`src/rtl/sdram_host_pkg.sv`:
```
// Shared types and constants for the SDRAM host-port arbiter.
package sdram_host_pkg;

  localparam int unsigned ADDR_WIDTH_DEF = 24;
  localparam int unsigned DATA_WIDTH_DEF = 16;

  typedef enum logic [1:0] {
    StIdle   = 2'd0,
    StIssue  = 2'd1,
    StBusy   = 2'd2,
    StRdWait = 2'd3
  } state_e;

  localparam logic P0 = 1'b0;
  localparam logic P1 = 1'b1;

endpackage

```
`src/rtl/rr_arbiter2.sv`:
```
// Two-way round-robin grant with a registered pointer that flips away from the last winner.
module rr_arbiter2
  import sdram_host_pkg::*;
(
  input  logic       clk,
  input  logic       rst,
  input  logic [1:0] req_i,
  input  logic       advance_i,
  output logic       gnt_valid_o,
  output logic       gnt_idx_o
);

  logic ptr_q, ptr_d;

  // Grant selection: pointer breaks ties, a lone requester always wins.
  always_comb begin
    gnt_valid_o = |req_i;
    if (req_i[P0] && req_i[P1]) begin
      gnt_idx_o = ptr_q;
    end else if (req_i[P1]) begin
      gnt_idx_o = P1;
    end else begin
      gnt_idx_o = P0;
    end
    ptr_d = ptr_q;
    if (advance_i && gnt_valid_o) begin
      ptr_d = ~gnt_idx_o;
    end
  end

  // Pointer register; favours port 0 out of reset.
  always_ff @(posedge clk) begin
    if (rst) begin
      ptr_q <= P0;
    end else begin
      ptr_q <= ptr_d;
    end
  end

endmodule

```
`src/rtl/sdram_host_arbiter.sv`:
```
// Serialises two requesters onto the single sdram_controller host port and routes read data back.
module sdram_host_arbiter
  import sdram_host_pkg::*;
#(
  parameter int unsigned ADDR_WIDTH = ADDR_WIDTH_DEF,
  parameter int unsigned DATA_WIDTH = DATA_WIDTH_DEF,
  parameter int unsigned TIMEOUT    = 15
) (
  input  logic                  clk,
  input  logic                  rst,
  input  logic                  p0_valid_i,
  input  logic                  p0_we_i,
  input  logic [ADDR_WIDTH-1:0] p0_addr_i,
  input  logic [DATA_WIDTH-1:0] p0_wdata_i,
  output logic                  p0_ready_o,
  output logic                  p0_rvalid_o,
  output logic [DATA_WIDTH-1:0] p0_rdata_o,
  input  logic                  p1_valid_i,
  input  logic                  p1_we_i,
  input  logic [ADDR_WIDTH-1:0] p1_addr_i,
  input  logic [DATA_WIDTH-1:0] p1_wdata_i,
  output logic                  p1_ready_o,
  output logic                  p1_rvalid_o,
  output logic [DATA_WIDTH-1:0] p1_rdata_o,
  output logic [ADDR_WIDTH-1:0] ctl_addr_o,
  output logic [DATA_WIDTH-1:0] ctl_wr_data_o,
  output logic                  ctl_wr_enable_o,
  output logic                  ctl_rd_enable_o,
  input  logic                  ctl_busy_i,
  input  logic                  ctl_rd_ready_i,
  input  logic [DATA_WIDTH-1:0] ctl_rd_data_i,
  output logic                  timeout_o
);

  localparam int unsigned CntW = $clog2(TIMEOUT + 1);

  state_e                          state_q, state_d;
  logic                            owner_q, owner_d;
  logic                            we_q, we_d;
  logic [ADDR_WIDTH-1:0]           addr_q, addr_d;
  logic [DATA_WIDTH-1:0]           wdata_q, wdata_d;
  logic [CntW-1:0]                 cnt_q, cnt_d;
  logic                            rd_done_q, rd_done_d;
  logic                            timeout_q, timeout_d;
  logic                            wr_en_q, wr_en_d;
  logic                            rd_en_q, rd_en_d;
  logic [1:0]                      ready_q, ready_d;
  logic [1:0]                      rvalid_q, rvalid_d;
  logic [1:0][DATA_WIDTH-1:0]      rdata_q, rdata_d;

  logic gnt_valid, gnt_idx, grant, rd_cap;

  assign grant = (state_q == StIdle) && !ctl_busy_i && gnt_valid;

  rr_arbiter2 u_rr (
    .clk         (clk),
    .rst         (rst),
    .req_i       ({p1_valid_i, p0_valid_i}),
    .advance_i   (grant),
    .gnt_valid_o (gnt_valid),
    .gnt_idx_o   (gnt_idx)
  );

  // Next-state, command latching and read-data routing.
  always_comb begin
    state_d   = state_q;
    owner_d   = owner_q;
    we_d      = we_q;
    addr_d    = addr_q;
    wdata_d   = wdata_q;
    cnt_d     = cnt_q;
    rd_done_d = rd_done_q;
    timeout_d = timeout_q;
    rdata_d   = rdata_q;
    wr_en_d   = 1'b0;
    rd_en_d   = 1'b0;
    ready_d   = 2'b00;
    rvalid_d  = 2'b00;

    // Only the first rd_ready of an outstanding read is taken.
    rd_cap = (state_q != StIdle) && !we_q && !rd_done_q && ctl_rd_ready_i;
    if (rd_cap) begin
      rdata_d[owner_q]  = ctl_rd_data_i;
      rvalid_d[owner_q] = 1'b1;
      rd_done_d         = 1'b1;
    end

    unique case (state_q)
      StIdle: begin
        if (grant) begin
          owner_d          = gnt_idx;
          we_d             = gnt_idx ? p1_we_i : p0_we_i;
          addr_d           = gnt_idx ? p1_addr_i : p0_addr_i;
          wdata_d          = gnt_idx ? p1_wdata_i : p0_wdata_i;
          wr_en_d          = we_d;
          rd_en_d          = !we_d;
          ready_d[gnt_idx] = 1'b1;
          cnt_d            = '0;
          rd_done_d        = 1'b0;
          state_d          = StIssue;
        end
      end
      StIssue: begin
        if (ctl_busy_i) begin
          state_d = StBusy;
        end else if (cnt_q == CntW'(TIMEOUT - 1)) begin
          timeout_d = 1'b1;
          state_d   = StIdle;
        end else begin
          cnt_d = cnt_q + 1'b1;
        end
      end
      StBusy: begin
        if (!ctl_busy_i) begin
          state_d = (we_q || rd_done_q || rd_cap) ? StIdle : StRdWait;
        end
      end
      StRdWait: begin
        if (ctl_rd_ready_i) begin
          state_d = StIdle;
        end
      end
      default: state_d = StIdle;
    endcase
  end

  // State and output registers; everything clears on rst.
  always_ff @(posedge clk) begin
    if (rst) begin
      state_q   <= StIdle;
      owner_q   <= P0;
      we_q      <= 1'b0;
      addr_q    <= '0;
      wdata_q   <= '0;
      cnt_q     <= '0;
      rd_done_q <= 1'b0;
      timeout_q <= 1'b0;
      wr_en_q   <= 1'b0;
      rd_en_q   <= 1'b0;
      ready_q   <= 2'b00;
      rvalid_q  <= 2'b00;
      rdata_q   <= '0;
    end else begin
      state_q   <= state_d;
      owner_q   <= owner_d;
      we_q      <= we_d;
      addr_q    <= addr_d;
      wdata_q   <= wdata_d;
      cnt_q     <= cnt_d;
      rd_done_q <= rd_done_d;
      timeout_q <= timeout_d;
      wr_en_q   <= wr_en_d;
      rd_en_q   <= rd_en_d;
      ready_q   <= ready_d;
      rvalid_q  <= rvalid_d;
      rdata_q   <= rdata_d;
    end
  end

  assign p0_ready_o      = ready_q[P0];
  assign p1_ready_o      = ready_q[P1];
  assign p0_rvalid_o     = rvalid_q[P0];
  assign p1_rvalid_o     = rvalid_q[P1];
  assign p0_rdata_o      = rdata_q[P0];
  assign p1_rdata_o      = rdata_q[P1];
  assign ctl_addr_o      = addr_q;
  assign ctl_wr_data_o   = wdata_q;
  assign ctl_wr_enable_o = wr_en_q;
  assign ctl_rd_enable_o = rd_en_q;
  assign timeout_o       = timeout_q;

endmodule
```
`config.mk`:
```
export PLATFORM = sky130hd
export DESIGN_NAME = sdram_host_arbiter
export DESIGN_NICKNAME = d
export VERILOG_FILES = /design/src/rtl/sdram_host_pkg.sv /design/src/rtl/rr_arbiter2.sv /design/src/rtl/sdram_host_arbiter.sv
export SDC_FILE = /design/constraint.sdc
export NUM_CORES = 1
export LEC_CHECK = 0
export BUFFER_PORTS_ARGS = -buffer_cell sky130_fd_sc_hd__buf_2
export CAP_MARGIN = 20
export CORE_ASPECT_RATIO = 0.5
export CORE_MARGIN = 1
export CORE_UTILIZATION = 40
export CTS_CLUSTER_SIZE = 24
export DETAILED_ROUTE_END_ITERATION = 7
export GPL_TIMING_DRIVEN = 1
export HOLD_SLACK_MARGIN = 0.03
export PLACE_DENSITY = 0.7
export SLEW_MARGIN = 20
export SYNTH_ARGS = -nofsm -noshare
export SYNTH_HDL_FRONTEND = slang
export SYNTH_SLANG_ARGS = --single-unit
```
`constraint.sdc`:
```
create_clock -name clk -period 2.05 [get_ports clk]
set_input_delay 0.3075 -clock clk [delete_from_list [all_inputs] [get_ports clk]]
set_output_delay 0.3075 -clock clk [all_outputs]
set_load 0.005 [all_outputs]
```
Yosys cells after proc, flatten, opt, wreduce, memory -nomap -nowiden
Cells that the tools add are included.

Bits in registers: 89. Input port bits: 104. Logic and storage cells: 86. Output and inout bits: 79.

Multiplexer cells: 26. Equal/unequal tests: 10. Bitwise gates (word level): 5. $add $sub $neg: 1. $lt $le $gt $ge: 4. Reductions and logical operators: 25.

Operators with widths (count): 32-bit bitwise mux (1); 16-bit two-way mux (2); 24-bit two-way mux (1); 16-bit demux with 1-bit select (1); 2-bit two-way mux (6); 4-bit two-way mux (3); 1-bit logical AND (9); 1-bit two-way mux (8); 2-bit inequality test (second input constant) (4); 2-bit case mux with 4 select lines (1); 4-bit case mux with 2 select lines (1); 4-bit AND reduction (2); 1-bit NOT (5); 4-bit by 1-bit adder with 4-bit output (second input constant) (1); 2-bit equality test (second input constant) (2); 4-bit equality test (second input constant) (1); 1-bit zero test (4); 1-bit by 2-bit < comparator with 1-bit output (second input constant) (2); 2-bit nonzero test (2); 2-bit OR reduction (2); 3-bit inequality test (second input constant) (1); 3-bit AND reduction (1); 3-bit OR reduction (1); 1-bit demux with 1-bit select (2); 6 further kinds (8).

Depth between registers and ports, before layout
Gate-level depths: netlist (run 1).

Depth in word-level cells: 8. Mapped depth: 7. Mapped depth without buffers: 6.

Cells and area by module
A second synthesis (run 1) with hierarchy kept.

Cell total of the unflattened synthesis: 319. Area, all modules: 3474.6 sq um.

By module, submodules not included: sdram_host_arbiter (cells each 312, sequential area each 1761.7 sq um, times used 1, area each 3410.8 sq um); rr_arbiter2 (cells each 7, sequential area each 20.0 sq um, times used 1, area each 63.8 sq um).

Least setup slack after synthesis (run 1)
No wires, ideal clock.

Path kind: register -> register. Start: register cnt_q[0]. End: register cnt_q[1]. Data arrival time: 1.438 ns. Data required time: 1.949 ns. Setup time: 0.101 ns. Period minus slack after synthesis: 1.539 ns. Cell stages (with the launch flop): 7. Slack: 0.511 ns. Buffers on the path: 0. Cells stage by stage: dfxtp_1 inv_1 ha_1 and3_1 nor3_2 or4b_2 o41ai_1.

Cells in the longest elaborated chain, start to end: 4. Elaborated cells on any way between the ends: 7. Those cells by class: add/sub: 1; eq/ne: 2; mux: 3; reduce/logical: 1.

RTL lines: from (decl) (RTL line sdram_host_arbiter.sv:42) `logic [CntW-1:0] cnt_q, cnt_d;`; from (signal assigned) (RTL line sdram_host_arbiter.sv:149) `cnt_q <= cnt_d;`; 4-bit by 1-bit adder with 4-bit output (RTL line sdram_host_arbiter.sv:110) `cnt_d = cnt_q + 1'b1;`; 4-bit two-way mux (RTL line sdram_host_arbiter.sv:106) `end else if (cnt_q == CntW'(TIMEOUT - 1)) begin`; 4-bit two-way mux (RTL line sdram_host_arbiter.sv:104) `if (ctl_busy_i) begin`; 4-bit case mux with 2 select lines (RTL line sdram_host_arbiter.sv:88) `unique case (state_q)`.

Parallel ways exist; a longest one is shown, timed or not. The select of a mux whose other input is x is not followed. A chain may end at the register's enable or synchronous reset.

Worst setup path after layout (run 1)
Start: register state_q[1]. End: register cnt_q[1].

Cells in the longest elaborated chain, start to end: 5. Elaborated cells on any way between the ends: 10. Those cells by class: eq/ne: 4; mux: 1; reduce/logical: 5.

RTL lines: from (decl) (RTL line sdram_host_arbiter.sv:37) `state_e state_q, state_d;`; from (signal assigned) (RTL line sdram_host_arbiter.sv:130) `state_q <= StIdle;`; from (signal assigned) (RTL line sdram_host_arbiter.sv:144) `state_q <= state_d;`; 2-bit zero test (RTL line sdram_host_arbiter.sv:53, sdram_host_arbiter.sv:88); 1-bit logical AND (2 in series) (RTL line sdram_host_arbiter.sv:53) `assign grant = (state_q == StIdle) && !ctl_busy_i && gnt_valid;`; 2-bit by 1-bit inequality test with 1-bit output (no source line); 4-bit AND reduction (no source line).

Parallel ways exist; a longest one is shown, timed or not.

==> results of run 1 <==
==> where the power goes <==
part,internal (mW),switching (mW)
Clock,1.01,0.640
Sequential,1.83,0.0629
Combinational,0.293,0.372
Total,3.13,1.07
==> synth_stat cells (all sizes together) <==
cell    count  share of area, %
dfxtp      89                46
inv         2              0.19
nor3b       2              0.65
and3        1              0.16
a31oi       1              0.16
or4b        2              0.52
a211o       1              0.23
nor2       51               5.0
nand2      69               6.8
clkbuf     19               1.8
xnor2       3              0.68
nand3      42               5.4
a211oi     40               7.8
nand2b      2              0.32
buf        24               4.3
nor4        3               1.3
mux2i       2              0.52
or4         2              0.49
a311oi      1              0.23
nor2b       2              0.32
o21a        1              0.19
nor3        9               1.6
o21ai       4              0.81
nor4b       2              0.84
o41ai       1              0.23
a21oi      74                13
ha          2              0.65
==> registers in the layout, summed over array words and instances (netlist names) <==
name             cells
ctl_wr_enable_o      1
u_rr.ptr_q           1
p1_rdata_o          16
ctl_rd_enable_o      1
owner_q              1
ctl_addr_o          24
rvalid_q             2
we_q                 1
cnt_q                4
rd_done_q            1
p0_rdata_o          16
ctl_wr_data_o       16
ready_q              2
state_q              2
timeout_o            1
==> worst paths after layout <==
| kind | start | endpoint | slack (ps) |
|---|---|---|---|
| worst min register to register | p1_rdata_o[3] | p1_rdata_o[3] | 450 |
| worst min-delay path | ctl_rd_data_i[15] | p0_rdata_o[15] | 220 |
| worst max-delay path | state_q[1] | cnt_q[1] | 290 |
| worst max register to register | state_q[1] | cnt_q[1] | 290 |
==> per-layer routing <==
metal / global-route usage, % / share of wire (%)
met5: 0 / 0
met1: 25.3 / 44
met2: 36.2 / 49
met3: 6.28 / 5.7
met4: 6.52 / 1.4
==> final cells by class <==
cell class,count,area share [%]
Multi-Input combinational cell,317,35.8
Timing Repair Buffer,195,20.3
Tap cell,130,3.16
Inverter,2,0.146
Clock inverter,5,1.05
Clock buffer,11,4.91
Sequential cell,89,34.6
==> cell families (layout without fill, tap and decap cells) <==
logic type	Yosys count	in the layout	share of synthesized area, %
and+or+nand+nor	187	187	23.3
muxes	2	2	0.517
adders and majority gates	2	2	0.647
DFF	89	89	46.0
buffers and inverters	45	213	6.34
AOI/OAI and AO/OA	123	123	22.5
xor gates and xnor gates	3	3	0.679
==> critical path: stages, from the launching register on <==
cell and delay, ps:
dfxtp_1 600, nand2b_1 270, nor3_2 100, or4b_2 610, o41ai_1 80
==> summary.txt, run 1 <==
Run status
  – Outcome: finished clean

CTS
  – Cts repair resizes: 0
  – CTS clock-pin slew for the worst setup and hold paths: 60 ps
  – Worst-Skew Late Latency: 330 ps
  – CTS Root Cell: clkbuf_16
  – Clock sink count: 89
  – CTS tree: done
  – CTS Hold Bufs: 0
  – Num CTS Buffers: 9
  – Post-CTS setup buffers: 0
  – H-Tree Depth: 3
  – Clk buf depth: 2

Logic synthesis
  – Synth Area per Inst: 8.58 um2
  – Synth Net Count: 557
  – Sequential area share after synthesis: 46.0%
  – FF+latch count, synth: 89
  – Post-Syn Instances: 451
  – YS warnings: 0
  – Netlist Area Pre-Place: 0.00387 mm2
  – Yosys cell types: 38

GRT
  – Antenna violations before repair: 0
  – Gr usage total: 20.9%
  – GRT overflow: 0
  – First-pass GRT wire length: 16800 um
  – Largest net degree at the start of global routing: 90
  – Vias in the first global route: 3540

Timing
  – Max-slew headroom: 69.6%
  – Setup TNS Final: 0 ps
  – Hold_ws: 220 ps
  – Max-slew violations: 0
  – Final WS setup: 287 ps
  – Fmax: 567 MHz
  – # setup viols final: 0
  – Tcrit/Tclk final: 86.0%
  – Clk_skew: 5.29 ps
  – Fin. Hold Viols: 0
  – Worst slew pin tran: 455 ps
  – RSZ-0062 raised after global routing: false
  – Fin crit period: 1760 ps

Route
  – Routed wire per std cell: 13.8 um
  – Drt total wl: 10300 um
  – DRC: 0
  – Post-route ant nets: 0
  – 1st-iter DRT viols: 195
  – Vias per cell: 4.98
  – Total number of vias: 3732
  – DR pass1 iterations: 4

Pwr
  – VDD IR max: 0.000394 V
  – Final Total Pwr: 4.21 mW
  – PD cells: 818 mW/mm2
  – Leak pwr: 2.21 nW

Hold path
  – Hold depth: 3
  – Hold Path Class: in2reg

Floorplan
  – Die area: 0.0101 mm2
  – Core area: 0.00904 mm2
  – Die Y: 71.6 um
  – I/O Pins: 183
  – Die width: 141 um
  – Initial core utilization: 42.8%
  – Row cnt: 24

Place
  – Routability-driven placement congestion ratio: 0.738
  – Post-DP Area: 0.00484 mm2
  – Port Buf Inserts: 182
  – Dpl ws: 321 ps
  – DP HPWL: 7030 um
  – Placed Cells: 733

Final layout
  – NumNets Final: 720
  – Number of diodes: 0
  – Area occupied by multi-input gates: 0.00184 mm2
  – Final core utilization: 56.9%
  – Fin area: 0.00515 mm2
  – Fillers: 876
  – Commonest cells after routing, fill and taps aside: buf_2, dfxtp_1, nand2_1
  – Fraction of layout cells with a size suffix above 1: 41.7%
  – Layout Cells excl Fill: 749
  – Area growth, synth to finish: 33.0%
  – Commonest non-fill, non-tap cell in the layout: buf_2
  – Sequential cell area: 0.00178 mm2

Job
  – Max-cap violations: 0

Worst setup path
  – Worst Reg-to-Reg Cells: 4
  – Crit Path Max Fanout: 9
  – Crit path kind: reg2reg
  – CP startpoint kind: register
  – CP Data Arrival Time: 1980 ps
  – Worst path required time: 2270 ps
  – CP Capture Type: register
(Power assumes the default switching activity.)
==> run 2, diff against run 1 <==
--- a/config.mk
+++ b/config.mk
@@ -12,7 +12,7 @@
 export CORE_UTILIZATION = 40
 export CTS_CLUSTER_SIZE = 24
 export DETAILED_ROUTE_END_ITERATION = 7
-export GPL_TIMING_DRIVEN = 1
+export GPL_TIMING_DRIVEN = 0
 export HOLD_SLACK_MARGIN = 0.03
 export PLACE_DENSITY = 0.7
 export SLEW_MARGIN = 20
==> summary.txt, run 2 (synthesis gave the netlist of run 1 again) <==
Place
  – Placed Cells: 760 (+3.7%)
  – Post-DP Area: 0.00493 mm2 (+1.8%)
  – Dpl ws: 203 ps (-117 ps)
  – Routability-driven placement congestion ratio: 0.816 (+11%)
  – DP HPWL: 8090 um (+15%)
  – Port Buf Inserts: 179 (-1.6%)

Run status
  – Outcome: finished clean

Floorplan
  – Die Y: 71.6 um (unchanged)
  – Die width: 141 um (unchanged)
  – Die area: 0.0101 mm2 (unchanged)
  – Core area: 0.00904 mm2 (unchanged)
  – Initial core utilization: 42.8% (unchanged)
  – I/O Pins: 183 (unchanged)
  – Row cnt: 24 (unchanged)

Worst setup path
  – Crit Path Max Fanout: 10 (+1)
  – CP Capture Type: register
  – CP Data Arrival Time: 1850 ps (-130 ps)
  – Crit path kind: reg2reg
  – Worst path required time: 2250 ps (-20 ps)
  – RR Endpoint: p0_rdata_o[12]
  – Worst r2r src: we_q
  – CP Launch Point: we_q
  – Setup crit end: p0_rdata_o[12]
  – Reg-to-reg slack, setup: 400 ps (+110 ps)
  – CP startpoint kind: register
  – Worst Reg-to-Reg Cells: 5 (+1)

Route
  – Post-route ant nets: 0 (unchanged)
  – Drt total wl: 11200 um (+8.0%)
  – DRC: 0 (unchanged)
  – Total number of vias: 3898 (+4.4%)
  – DR pass1 iterations: 4 (unchanged)
  – 1st-iter DRT viols: 158 (-19%)
  – Routed wire per std cell: 14.4 um (+4.3%)
  – Vias per cell: 5.02 (+0.81%)

Timing
  – Max-slew headroom: 62.5% (-7.1 points)
  – Fin crit period: 1650 ps (-113 ps)
  – Fmax: 606 MHz (+6.9%)
  – Hold_ws: 219 ps (-1.20 ps)
  – Final WS setup: 400 ps (+113 ps)
  – Fin. Hold Viols: 0 (unchanged)
  – Setup TNS Final: 0 ps (unchanged)
  – Clk_skew: 6.13 ps (+0.833 ps)
  – Max-slew violations: 0 (unchanged)
  – RSZ-0062 raised after global routing: false
  – # setup viols final: 0 (unchanged)
  – Worst slew pin tran: 562 ps (+107 ps)
  – Tcrit/Tclk final: 80.5% (-5.5 points)

Final layout
  – Fillers: 856 (-2.3%)
  – Sequential cell area: 0.00178 mm2 (unchanged)
  – Number of flip-flops in the largest register: 24 (unchanged)
  – Commonest cells after routing, fill and taps aside: buf_2, dfxtp_1, nand2_1
  – Area growth, synth to finish: 35.2%
  – Number of diodes: 0 (unchanged)
  – Commonest non-fill, non-tap cell in the layout: buf_2
  – Layout Cells excl Fill: 776 (+3.6%)
  – Fin area: 0.00523 mm2 (+1.7%)
  – NumNets Final: 747 (+3.8%)
  – Area occupied by multi-input gates: 0.00184 mm2 (unchanged)
  – Fraction of layout cells with a size suffix above 1: 41.2% (-0.50 points)

GRT
  – Gr usage total: 22.5% (+1.6 points)
  – Largest net degree at the start of global routing: 17 (-81%)
  – Vias in the first global route: 3632 (+2.6%)
  – Antenna violations before repair: 0 (unchanged)
  – GRT overflow: 0 (unchanged)
  – First-pass GRT wire length: 17800 um (+6.1%)

CTS
  – Clock sink count: 89 (unchanged)
  – CTS tree: done
  – CTS Hold Bufs: 0 (unchanged)
  – Cts repair resizes: 0 (unchanged)
  – CTS Root Cell: clkbuf_16
  – CTS clock-pin slew for the worst setup and hold paths: 70 ps (about the same)
  – Clk buf depth: 2 (unchanged)
  – Post-CTS setup buffers: 0 (unchanged)
  – H-Tree Depth: 3 (unchanged)
  – Num CTS Buffers: 9 (unchanged)
  – Worst-Skew Late Latency: 340 ps (about the same)

Hold path
  – Hold Path Class: in2reg

Pwr
  – Leak pwr: 2.23 nW (+1.2%)
  – VDD IR max: 0.000395 V (+0.13%)
  – PD cells: 813 mW/mm2 (-0.60%)

Job
  – Max-cap violations: 0 (unchanged)
run 2: how the worst min path moves through the flow:
stage,start,to,slack (ps),cells past startpoint
floorplan,ctl_rd_data_i[0],p0_rdata_o[0],440,2
global placement,p1_rdata_o[3],p1_rdata_o[3],440,2
detailed placement,p0_rdata_o[6],p0_rdata_o[6],450,2
CTS,ctl_rd_data_i[11],p1_rdata_o[11],210,3
global route,ctl_rd_data_i[13],p1_rdata_o[13],210,3
finish,ctl_rd_data_i[11],p0_rdata_o[11],220,3
run 2: routing by layer:
metal  vias up  global-route usage (%)  routed length (um)
met2       127                    36.9                5150
met3        12                    6.08                 653
li1       1950                       -                   -
met5         -                       0                   0
met1      1809                    29.3                5240
met4         0                    7.00                 141
run 2: layout make-up:
type | instances | share of cell area [%]
well taps | 130 | 3.11
clock inverters | 7 | 1.51
multi-input cells | 317 | 35.2
clock buffers | 9 | 4.30
repair buffers | 179 | 17.1
plain buffers | 43 | 4.54
flip-flops and latches | 89 | 34.1
inverters | 2 | 0.143
run 2: where the power goes:
part / switching [mW] / internal (mW)
clock: 0.703 / 0.953
sequential: 0.0574 / 1.83
combinational: 0.400 / 0.305
total: 1.16 / 3.09
run 2: through the flow:
step	power [mW]	util, %
after floorplan	2.33	-
after global placement	2.63	54.5
after detailed placement	2.64	54.5
after CTS	4.29	57.9
after global routing	4.47	57.9
final	4.25	57.9
run 2: worst max-delay path, cell delays in order, from the launching register on:
cell and delay (ps):
dfxtp_1 430, or4_1 550, buf_2 190, buf_2 190, nand2_1 90, a21oi_1 60
==> run 3, diff against run 2 <==
--- a/config.mk
+++ b/config.mk
@@ -14,7 +14,7 @@
 export DETAILED_ROUTE_END_ITERATION = 7
 export GPL_TIMING_DRIVEN = 0
 export HOLD_SLACK_MARGIN = 0.03
-export PLACE_DENSITY = 0.7
+export PLACE_DENSITY = 0.73
 export SLEW_MARGIN = 20
 export SYNTH_ARGS = -nofsm -noshare
 export SYNTH_HDL_FRONTEND = slang
==> constraint.sdc (replaced) <==
create_clock -name clk -period 1.3 [get_ports clk]
set_input_delay 0.195 -clock clk [delete_from_list [all_inputs] [get_ports clk]]
set_output_delay 0.195 -clock clk [all_outputs]
set_load 0.005 [all_outputs]
==> summary.txt, run 3 (synthesis gave the netlist of run 1 again) <==
Timing
  – Setup TNS Final: -19530 ps (-19530 ps)
  – Fin. Hold Viols: 0 (unchanged)
  – RSZ-0062 raised after global routing: true
  – Worst slew pin tran: 723 ps (+161 ps)
  – Max-slew violations: 0 (unchanged)
  – # setup viols final: 86 (+86)
  – Tcrit/Tclk final: 124% (+43 points)
  – Fmax: 620 MHz (+2.4%)
  – Fin crit period: 1610 ps (-38.2 ps)
  – Final WS setup: -312 ps (-712 ps)
  – Clk_skew: 6.24 ps (+0.114 ps)
  – Max-slew headroom: 51.8% (-11 points)

Worst setup path
  – Worst Reg-to-Reg Cells: 7 (+2)
  – Worst r2r src: state_q[1]
  – Crit Path Max Fanout: 5 (-5)
  – CP max stage delay: 490 ps (-60 ps)
  – Critical Path Slowest Stage Cell: or4b_1
  – CP Capture Type: register
  – Worst path cell trace: buf_6 -> o21ai_4 -> or4b_1 -> buf_6 -> clkbuf_16 -> nand2_2 -> a21oi_1
  – Worst path required time: 1490 ps (-760 ps)
  – CP most frequent cell: buf_6
  – RR Endpoint: p1_rdata_o[7]
  – CP delay by family, top: simple AND/OR/NAND/NOR gates
  – CP Data Arrival Time: 1800 ps (-50 ps)
  – Crit path kind: reg2reg
  – CP startpoint kind: register
  – Worst path bufs/invs: 3 (+1)
  – Reg-to-reg slack, setup: -310 ps (-710 ps)

Run status
  – Failing checks: setup timing
  – Outcome: finished, violations left

Final layout
  – Fillers: 764 (-11%)
  – Commonest cells after routing, fill and taps aside: buf_2, dfxtp_1, a21oi_2
  – Number of flip-flops in the largest register: 24 (unchanged)
  – Fraction of layout cells with a size suffix above 1: 57.5% (+16 points)
  – Number of diodes: 0 (unchanged)
  – Area growth, synth to finish: 57.1%
  – NumNets Final: 775 (+3.7%)
  – Final core utilization: 67.2% (+9.4 points)
  – Commonest non-fill, non-tap cell in the layout: buf_2

Pwr
  – PD cells: 1130 mW/mm2 (+39%)
  – VDD IR max: 0.000688 V (+74%)
  – Leak pwr: 2.54 nW (+14%)
  – Final Total Pwr: 6.87 mW (+62%)

Floorplan
  – Initial core utilization: 42.8% (unchanged)
  – Die width: 141 um (unchanged)
  – I/O Pins: 183 (unchanged)
  – Die area: 0.0101 mm2 (unchanged)
  – Die Y: 71.6 um (unchanged)
  – Core area: 0.00904 mm2 (unchanged)
  – Row cnt: 24 (unchanged)

CTS
  – Clk buf depth: 2 (unchanged)
  – H-Tree Depth: 3 (unchanged)
  – CTS clock-pin slew for the worst setup and hold paths: 60 ps (about the same)
  – Clock sink count: 89 (unchanged)
  – Worst-Skew Late Latency: 330 ps (about the same)
  – CTS Hold Bufs: 0 (unchanged)
  – CTS tree: done
  – CTS Root Cell: clkbuf_16
  – Num CTS Buffers: 9 (unchanged)

GRT
  – Vias in the first global route: 3852 (+6.1%)
  – Gr usage total: 23.9% (+1.4 points)
  – Antenna violations before repair: 0 (unchanged)
  – Largest net degree at the start of global routing: 14 (-3)
  – GRT overflow: 0 (unchanged)
  – First-pass GRT wire length: 18900 um (+6.0%)

Route
  – Vias per cell: 5.14 (+2.4%)
  – Met1 WL: 5590 um (+6.7%)
  – Routed wire per std cell: 15.7 um (+8.6%)
  – 1st-iter DRT viols: 219 (+39%)
  – DR top layer: met4
  – DRC: 0 (unchanged)
  – Total number of vias: 4129 (+5.9%)
  – DR WL met3: 655 um (+0.31%)
  – DR WL met2: 6140 um (+19%)
  – Post-route ant nets: 0 (unchanged)
  – DR pass1 iterations: 4 (unchanged)
  – Drt total wl: 12600 um (+12%)

Hold path
  – Worst hold path startpoint: ctl_rd_data_i[4]
  – Hold Path Class: in2reg
  – Hold Path Sink: p0_rdata_o[4]
  – Hold depth: 3 (unchanged)

Place
  – DP HPWL: 8090 um (about the same)
  – Port Buf Inserts: 179 (unchanged)
  – Routability-driven placement congestion ratio: 0.834 (+2.2%)

Job
  – Max-cap violations: 0 (unchanged)
-- run 3: cell count changes in the layout (fill, tap and decap cells not counted), sizes merged --
cell,previous run,this run
buf,203,230
clkbuf,28,33
clkinvlp,3,1
bufinv,1,0
inv,3,2
clkinv,2,1
-- run 3: where the power goes --
part           internal, mW  switching (mW)
clock network          1.44            1.01
logic                 0.668           0.746
registers              2.90           0.107
-- run 3: final cells by class --
cell class / instances / area (um2) / share of cell area [%]
buffer: 40 / 304 / 5.00
multi-input combinational: 317 / 2270 / 37.4
clock inverter: 2 / 12.5 / 0.206
timing repair buffer: 210 / 1260 / 20.8
clock buffer: 13 / 270 / 4.45
tap: 130 / 163 / 2.68
inverter: 2 / 7.51 / 0.124
sequential: 89 / 1790 / 29.4
-- run 3: layer usage --
| layer | vias up | global-route usage (%) |
|---|---|---|
| met5 | - | 0 |
| met2 | 139 | 39.9 |
| met1 | 1969 | 30.8 |
| li1 | 2003 | - |
| met3 | 18 | 5.35 |
| met4 | 0 | 8.33 |
-- run 3: through the flow --
| stage | area, um2 | hold slack, ps | setup slack [ps] | instances |
|---|---|---|---|---|
| 2_1_floorplan | 3900 | 331 | -218 | 451 |
| 3_3_place_gp | 4960 | 439 | -433 | 760 |
| 3_5_place_dp | 4960 | 444 | -469 | 760 |
| 4_1_cts | 5800 | 97.4 | -275 | 799 |
| 5_1_grt | 6080 | 106 | -343 | 803 |
| 6_report | 6080 | 106 | -312 | 803 |
-- run 3: worst max path at each step --
stage / startpoint / slack [ps] / endpoint / depth (start not counted)
final: state_q[1] / -310 / p1_rdata_o[7] / 7
after floorplan: state_q[0] / -220 / ctl_addr_o[19] / 6
after global placement: rst / -430 / state_q[0] / 4
after detailed placement: rst / -470 / state_q[0] / 4
after global routing: state_q[1] / -340 / p1_rdata_o[7] / 7
after CTS: state_q[0] / -270 / ctl_addr_o[12] / 5
-- run 3: worst register-to-register path, cell delays in order (launching register included) --
cell and delay [ps]:
dfxtp_2 340, buf_6 130, o21ai_4 70, or4b_1 490
buf_6 160, clkbuf_16 160, nand2_2 60, a21oi_1 60
-- run 3: what timing repair did --
action,in CTS,in global routing
pin swaps,58,31
endpoints found under the setup margin,88,87
resized for setup,87,65
cloned,4,2
buffers inserted,21,5
